$ cat config.mk
export PLATFORM = sky130hd
export DESIGN_NAME = fedriver_rstseq
export DESIGN_NICKNAME = d
export VERILOG_FILES = /design/src/rtl/fedriver_rstseq_pkg.sv /design/src/rtl/fedriver_rstseq_sync2.sv /design/src/rtl/fedriver_rstseq.sv
export SDC_FILE = /design/constraint.sdc
export NUM_CORES = 1
export LEC_CHECK = 0
export BUFFER_PORTS_ARGS = -buffer_cell sky130_fd_sc_hd__buf_2
export CAP_MARGIN = 25
export CORE_MARGIN = 2
export CORE_UTILIZATION = 40
export DETAILED_ROUTE_END_ITERATION = 16
export GPL_TIMING_DRIVEN = 0
export PLACE_DENSITY = 0.69
export SLEW_MARGIN = 15
export SYNTH_ARGS = -nofsm -noshare
export SYNTH_HDL_FRONTEND = slang
export SYNTH_SLANG_ARGS = --single-unit
$ cat constraint.sdc
create_clock -name clk -period 2.9 [get_ports clk]
set_input_delay 0.29 -clock clk [delete_from_list [all_inputs] [get_ports clk]]
set_output_delay 0.29 -clock clk [all_outputs]
set_load 0.01 [all_outputs]
$ cat src/rtl/fedriver_rstseq_pkg.sv
// Shared types and default timing constants for the front-end driver reset sequencer.
package libfedriver;

  typedef enum logic [1:0] {
    RS_HOLD     = 2'd0,
    RS_WAITLOCK = 2'd1,
    RS_RELEASE  = 2'd2,
    RS_RUN      = 2'd3
  } fedriver_rstseq_state_type;

  localparam int unsigned RSTSEQ_HOLD = 16;
  localparam int unsigned RSTSEQ_FILT = 4;
  localparam int unsigned RSTSEQ_GAP  = 8;

endpackage

$ cat src/rtl/fedriver_rstseq_sync2.sv
// Parameterised-width two-flop synchroniser with asynchronous active-low clear.
module fedriver_sync2 #(
  parameter int unsigned WIDTH = 1
) (
  input  logic             clk,
  input  logic             rstn,
  input  logic [WIDTH-1:0] d,
  output logic [WIDTH-1:0] q
);

  logic [WIDTH-1:0] meta;

  always_ff @(posedge clk or negedge rstn) begin
    if (!rstn) begin
      meta <= '0;
      q    <= '0;
    end else begin
      meta <= d;
      q    <= meta;
    end
  end

endmodule

$ cat src/rtl/fedriver_rstseq.sv
// Reset sequencer: qualifies lock/external reset, holds, filters, then releases
// NCH channel resets in order with a fixed gap; supports handshaked soft reset.
module fedriver_rstseq
  import libfedriver::*;
#(
  parameter int unsigned NCH         = 4,
  parameter int unsigned NLOCK       = 2,
  parameter int unsigned HOLD_CYCLES = RSTSEQ_HOLD,
  parameter int unsigned LOCK_FILT   = RSTSEQ_FILT,
  parameter int unsigned GAP_CYCLES  = RSTSEQ_GAP
) (
  input  logic             clk,
  input  logic             rstn,
  input  logic [NLOCK-1:0] lock,
  input  logic             ext_rst,
  input  logic             soft_req,
  output logic             soft_ack,
  output logic [NCH-1:0]   ch_rst,
  output logic             all_ready,
  output logic [1:0]       state
);

  localparam int unsigned HW = $clog2(HOLD_CYCLES + 1);
  localparam int unsigned FW = $clog2(LOCK_FILT + 1);
  localparam int unsigned GW = $clog2(GAP_CYCLES + 1);
  localparam int unsigned IW = $clog2(NCH + 1);

  localparam logic [HW-1:0] HOLD_LAST = HW'(HOLD_CYCLES - 1);
  localparam logic [FW-1:0] FILT_LAST = FW'(LOCK_FILT - 1);
  localparam logic [GW-1:0] GAP_LAST  = GW'(GAP_CYCLES - 1);
  localparam logic [IW-1:0] IDX_LAST  = IW'(NCH - 1);

  logic [NLOCK-1:0] lock_s;
  logic             ext_s;
  logic             ok;

  fedriver_sync2 #(.WIDTH(NLOCK)) u_sync_lock (
    .clk  (clk),
    .rstn (rstn),
    .d    (lock),
    .q    (lock_s)
  );

  fedriver_sync2 #(.WIDTH(1)) u_sync_ext (
    .clk  (clk),
    .rstn (rstn),
    .d    (ext_rst),
    .q    (ext_s)
  );

  assign ok = (&lock_s) & ~ext_s;

  fedriver_rstseq_state_type state_q, state_d;
  logic [HW-1:0]  hold_q, hold_d;
  logic [FW-1:0]  filt_q, filt_d;
  logic [GW-1:0]  gap_q, gap_d;
  logic [IW-1:0]  idx_q, idx_d;
  logic [NCH-1:0] ch_rst_q, ch_rst_d;
  logic           ready_q, ready_d;
  logic           ack_q, ack_d;
  logic           abort;

  always_ff @(posedge clk or negedge rstn) begin
    if (!rstn) begin
      state_q  <= RS_HOLD;
      hold_q   <= '0;
      filt_q   <= '0;
      gap_q    <= '0;
      idx_q    <= '0;
      ch_rst_q <= '1;
      ready_q  <= 1'b0;
      ack_q    <= 1'b0;
    end else begin
      state_q  <= state_d;
      hold_q   <= hold_d;
      filt_q   <= filt_d;
      gap_q    <= gap_d;
      idx_q    <= idx_d;
      ch_rst_q <= ch_rst_d;
      ready_q  <= ready_d;
      ack_q    <= ack_d;
    end
  end

  always_comb begin
    state_d  = state_q;
    hold_d   = hold_q;
    filt_d   = filt_q;
    gap_d    = gap_q;
    idx_d    = idx_q;
    ch_rst_d = ch_rst_q;
    ready_d  = ready_q;
    ack_d    = 1'b0;
    abort    = 1'b0;

    unique case (state_q)
      RS_HOLD: begin
        hold_d = hold_q + HW'(1);
        if (hold_q == HOLD_LAST) state_d = RS_WAITLOCK;
      end
      RS_WAITLOCK: begin
        if (!ok) begin
          filt_d = '0;
        end else if (filt_q == FILT_LAST) begin
          ch_rst_d[0] = 1'b0;
          idx_d       = IW'(1);
          gap_d       = '0;
          if (NCH == 1) begin
            state_d = RS_RUN;
            ready_d = 1'b1;
          end else begin
            state_d = RS_RELEASE;
          end
        end else begin
          filt_d = filt_q + FW'(1);
        end
      end
      RS_RELEASE: begin
        if (!ok) begin
          abort = 1'b1;
        end else if (gap_q == GAP_LAST) begin
          for (int unsigned i = 0; i < NCH; i++) begin
            if (idx_q == IW'(i)) ch_rst_d[i] = 1'b0;
          end
          idx_d = idx_q + IW'(1);
          gap_d = '0;
          if (idx_q == IDX_LAST) begin
            state_d = RS_RUN;
            ready_d = 1'b1;
          end
        end else begin
          gap_d = gap_q + GW'(1);
        end
      end
      RS_RUN: begin
        // Lock loss outranks a soft request: abort without acknowledging it.
        if (!ok) begin
          abort = 1'b1;
        end else if (soft_req) begin
          abort = 1'b1;
          ack_d = 1'b1;
        end
      end
      default: state_d = RS_HOLD;
    endcase

    if (abort) begin
      state_d  = RS_HOLD;
      hold_d   = '0;
      filt_d   = '0;
      gap_d    = '0;
      idx_d    = '0;
      ch_rst_d = '1;
      ready_d  = 1'b0;
    end
  end

  assign ch_rst    = ch_rst_q;
  assign all_ready = ready_q;
  assign soft_ack  = ack_q;
  assign state     = state_q;

endmodule

Word-level counts from Yosys, hierarchy flattened
Index checks and enable logic that the tools add are counted.
Widths: inputs -> output; s select.
- register bits: 29
- input bits: 6
- output and inout port bits: 8
- add/subtract/negate cells: 4
- eq/ne operators: 17
- muxes and demuxes: 48
- bitwise operators: 2
- reductions and logical operators: 21
- operator list (operator ; number):
    $mux 4 ; 8
    $mux 3 ; 10
    $ne 3x3->1 const B ; 8
    $mux 1 ; 16
    $reduce_and 4->1 ; 4
    $reduce_bool 2->1 ; 8
    $mux 2 ; 7
    $mux 5 ; 2
    $eq 3x2->1 const B ; 3
    $pmux 4 s2 ; 1
    $reduce_and 7->1 ; 1
    $add 3x1->3 const B ; 2
    $pmux 2 s3 ; 1
    $pmux 3 s2 ; 1
    $reduce_and 6->1 ; 1
    $add 5x1->5 const B ; 1
    $eq 5x4->1 const B ; 1
    $reduce_and 5->1 ; 1
    $add 4x1->4 const B ; 1
    $eq 2x2->1 const B ; 2
    $eq 4x3->1 const B ; 1
    $pmux 1 s2 ; 2
    $reduce_and 2->1 ; 2
    $reduce_bool 4->1 ; 1
    7 further kinds ; 7

Logic depth before layout (Yosys ltp)
- depth in word-level cells: 6
- gate-level depth with buffers: 7

By module
From an unflattened synthesis, not the netlist that was laid out.
- cells, all modules: 147
- area, all modules: 1587.8 um^2
- by module, submodules not included (module ; times used ; cells each ; area an instance (um^2) ; sequential area each (um^2)):
    fedriver_rstseq ; 1 ; 141 ; 1437.6 ; 580.6
    fedriver_sync2 at u_sync_lock ; 1 ; 4 ; 100.1 ; 100.1
    fedriver_sync2 at u_sync_ext ; 1 ; 2 ; 50.0 ; 50.0

Worst setup path before layout
OpenSTA, ideal clock, no wires.
- kind: register -> register
- start: register state_q[1] (netlist: state[1])
- end: register idx_q[1]
- setup time: 0.121 ns
- data arrival time: 1.976 ns
- required time: 2.779 ns
- path slack: 0.803 ns
- cell stages (with the launch flop): 8
- period minus slack after synthesis: 2.097 ns
- path through: dfrtp_1 -> inv_1 -> ha_1 -> nor3b_1 -> and2_4 -> buf_6 -> or4_4 -> a22o_1
- longest elaborated chain between the ends: 4
- elaborated cells between the ends (all ways): 12
- RTL lines (what ; RTL line ; text):
    start, declared ; fedriver_rstseq.sv:53 ; fedriver_rstseq_state_type state_q, state_d;
    start signal, assigned ; fedriver_rstseq.sv:74 ; state_q <= state_d;
    $eq 2x2->1 ; fedriver_rstseq.sv:96 ; unique case (state_q)
    $pmux 1 s2 ; fedriver_rstseq.sv:96 ;
    $ne 3x3->1 (no line) or $reduce_bool 3->1 (tied branches) ; n/a ;
    $reduce_and 5->1 (no line) ; n/a ;
    end signal, assigned ; fedriver_rstseq.sv:78 ; idx_q <= idx_d;
    end, declared ; fedriver_rstseq.sv:57 ; logic [IW-1:0] idx_q, idx_d;
Parallel ways exist; a longest one is shown, timed or not.
A chain may end at the register's enable or synchronous reset.

Final worst setup path
- start: register filt_q[0]
- end: register gap_q[0]
- longest elaborated chain between the ends: 3
- RTL lines (what ; RTL line ; text):
    start, declared ; fedriver_rstseq.sv:55 ; logic [FW-1:0] filt_q, filt_d;
    start signal, assigned ; fedriver_rstseq.sv:76 ; filt_q <= filt_d;
    $eq 3x2->1 ; fedriver_rstseq.sv:104 ; end else if (filt_q == FILT_LAST) begin
    $ne 3x3->1 (no line) ; n/a ;
    $reduce_and 4->1 (no line) ; n/a ;
    end signal, assigned ; fedriver_rstseq.sv:77 ; gap_q <= gap_d;
    end, declared ; fedriver_rstseq.sv:56 ; logic [GW-1:0] gap_q, gap_d;
Every way passes these cells.

==> flow_metrics.tcl <==
set metrics [dict create \
    nets 185 \
    worstSetupStartpointType "register" \
    firstDrtPassIters 4 \
    dpl.hpwl_um 2170 \
    clk_latency_ps 270 \
    initial_core_util 0.424 \
    wl_per_cell_um 13.4 \
    yosysMostFrequentCell "dfrtp_1" \
    grt_first_pass_wirelength_um 5220 \
    setup_viol 0 \
    die_h_um 66.7 \
    fillers 355 \
    grt_max_degree 30 \
    peakVddDrop_v 0.000392 \
    cts.clk_slew.worst_paths_ps 60 \
    hold_path_class "input port to async pin" \
    synth_top_area_share 0.397 \
    die_width_um 66.7 \
    finalPower_mw 1.41 \
    antenna_found_initial 0 \
    drv_cap 0 \
    synth-seq-cells 29 \
    fmax_mhz 424 \
    ys_async_sr_fraction 1.00 \
    ant_nets 0 \
    final_cells 214 \
    num_antenna_cells 0 \
    area_delta_synth_final_pct 15.3 \
    cts.sinks 29 \
    min_period_ps 2360 \
    cts_resized 0 \
    grt_setup_unrepaired "no" \
    slew_headroom 0.480 \
    cts_buffers 5 \
    grt_pass1_vias 1236 \
    coreArea_sq_um 3720 \
    root_buffer "clkbuf_8" \
    numPortBuffers 13 \
    worst_slew_pin_slew_ps 774 \
    wirelength_um 2870 \
    dr_total_vias 1162 \
    synth_edf_count 0 \
    place_congestion 0.867 \
    place_inst 206 \
    drive_gt1_frac 0.199 \
    drc 0 \
    synth_nets 165 \
    cp.required_ps 3060 \
    ys_top_cells_by_area "dfrtp_1, ha_1, dfstp_2, nor2_1, inv_1" \
    syn_area_sq_um 1570 \
    powerDensity_nw_per_um2 774 \
    final_hold_viol_count 0 \
    avgSynthCellArea_sq_um 10.9 \
    syn_inst 145 \
    drt_iter0_drc 72 \
    synth_common_cells "dfrtp_1, ha_1, nor2_1, inv_1, nand2_1" \
    synthFlopType "dfrtp_1" \
    grt.total_usage 0.156 \
    grt_remaining_overflow 0 \
    crit_arrival_ps 2520 \
    end_kind "register" \
    post_cts_buffers 0 \
    holdBufCountCts 0 \
    avgViaCountPerCell 5.43 \
    worstSetupPathType "register to register" \
    synth-warning-count 0 \
    p_leak_nw 0.841 \
    seq_area_frac_synth 0.464 \
    cts_buffer_depth 2 \
    yosysTopAreaCell "dfrtp_1" \
    run_status "complete, no violations" \
    cp_max_fo 7 \
    cts-htree-levels 2 \
    skew_ps 4.86 \
    tritoncts "done" \
    post-route-period-util 0.813 \
    fin_tns_setup_ps 0 \
    dieArea_sq_um 4450 \
    drv_slew 0 \
    rows 22 \
    synth_cell_types 47 \
    boundaryPins 14 \
]
[cell usage in the layout (no fill, tap or decap), types with 4 or more instances in the layout]
cell	count
ha_1	14
clkbuf_8	6
o41ai_1	4
dfrtp_1	25
dfstp_2	4
inv_1	11
buf_2	13
nor2_1	12
nand3_1	5
nand2_1	11
[cell families after synthesis]
group / Yosys count / synth area share
DFF: 29 / 0.464
AOI/OAI and AO/OA: 30 / 0.150
muxes: 5 / 0.0342
adders and majority gates: 14 / 0.111
buffers and inverters: 13 / 0.0358
and+or+nand+nor: 51 / 0.188
xor gates and xnor gates: 3 / 0.0167
[registers in the layout, indices dropped and copies added (netlist names)]
| name | cells |
|---|---|
| all_ready | 1 |
| ch_rst | 4 |
| filt_q | 3 |
| gap_q | 4 |
| hold_q | 5 |
| idx_q | 3 |
| soft_ack | 1 |
| state | 2 |
| u_sync_ext.meta | 1 |
| u_sync_ext.q | 1 |
| u_sync_lock.meta | 2 |
| u_sync_lock.q | 2 |
[area by class of cell]
class | count | area [sq um] | share of cell area
flip-flops and latches | 29 | 731 | 0.402
multi-input cells | 103 | 787 | 0.433
well taps | 48 | 60.1 | 0.0331
inverters | 11 | 41.3 | 0.0227
repair buffers | 13 | 65.1 | 0.0358
clock buffers | 7 | 86.3 | 0.0476
plain buffers | 2 | 15.0 | 0.00827
clock inverters | 1 | 30.0 | 0.0165
[stage by stage]
stage	cell area (sq um)	util	setup slack, ps	hold WS (ps)
final	1820	0.489	543	27.0
after global routing	1820	0.489	404	92.2
after CTS	1820	0.489	593	55.5
after detailed placement	1700	0.457	601	337
after global placement	1700	0.457	676	332
after floorplan	1570	-	803	-5.59
[routing by layer]
layer | track usage | wire length (um)
met1 | 0.186 | 1360
met2 | 0.266 | 1400
met3 | 0.0507 | 90
met4 | 0.0459 | 11
met5 | 0 | 0
[report_power, final]
part	switching (mW)	internal, mW
logic	0.241	0.197
clock network	0.149	0.280
registers	0.0584	0.480
[worst max-delay path, cell delays in order, from the launching register on]
cell	delay (ps)
dfrtp_1	400
ha_1	200
ha_1	240
nand2b_1	210
nor3_1	610
or3_1	250
mux2_2	340
[path summary, 6_finish.rpt]
check,startpoint,end,slack [ps],cells after the start
setup / recovery,filt_q[0],gap_q[0],540,6
hold / removal,rstn,gap_q[0],30,1
setup reg to reg,filt_q[0],gap_q[0],540,6
hold reg to reg,u_sync_lock.meta[0],u_sync_lock.q[0],350,0
max in group asynchronous,rstn,u_sync_lock.meta[1],2450,1
min in group clk,lock[0],u_sync_lock.meta[0],120,1
Note: power is estimated with default switching activity, not from simulation.
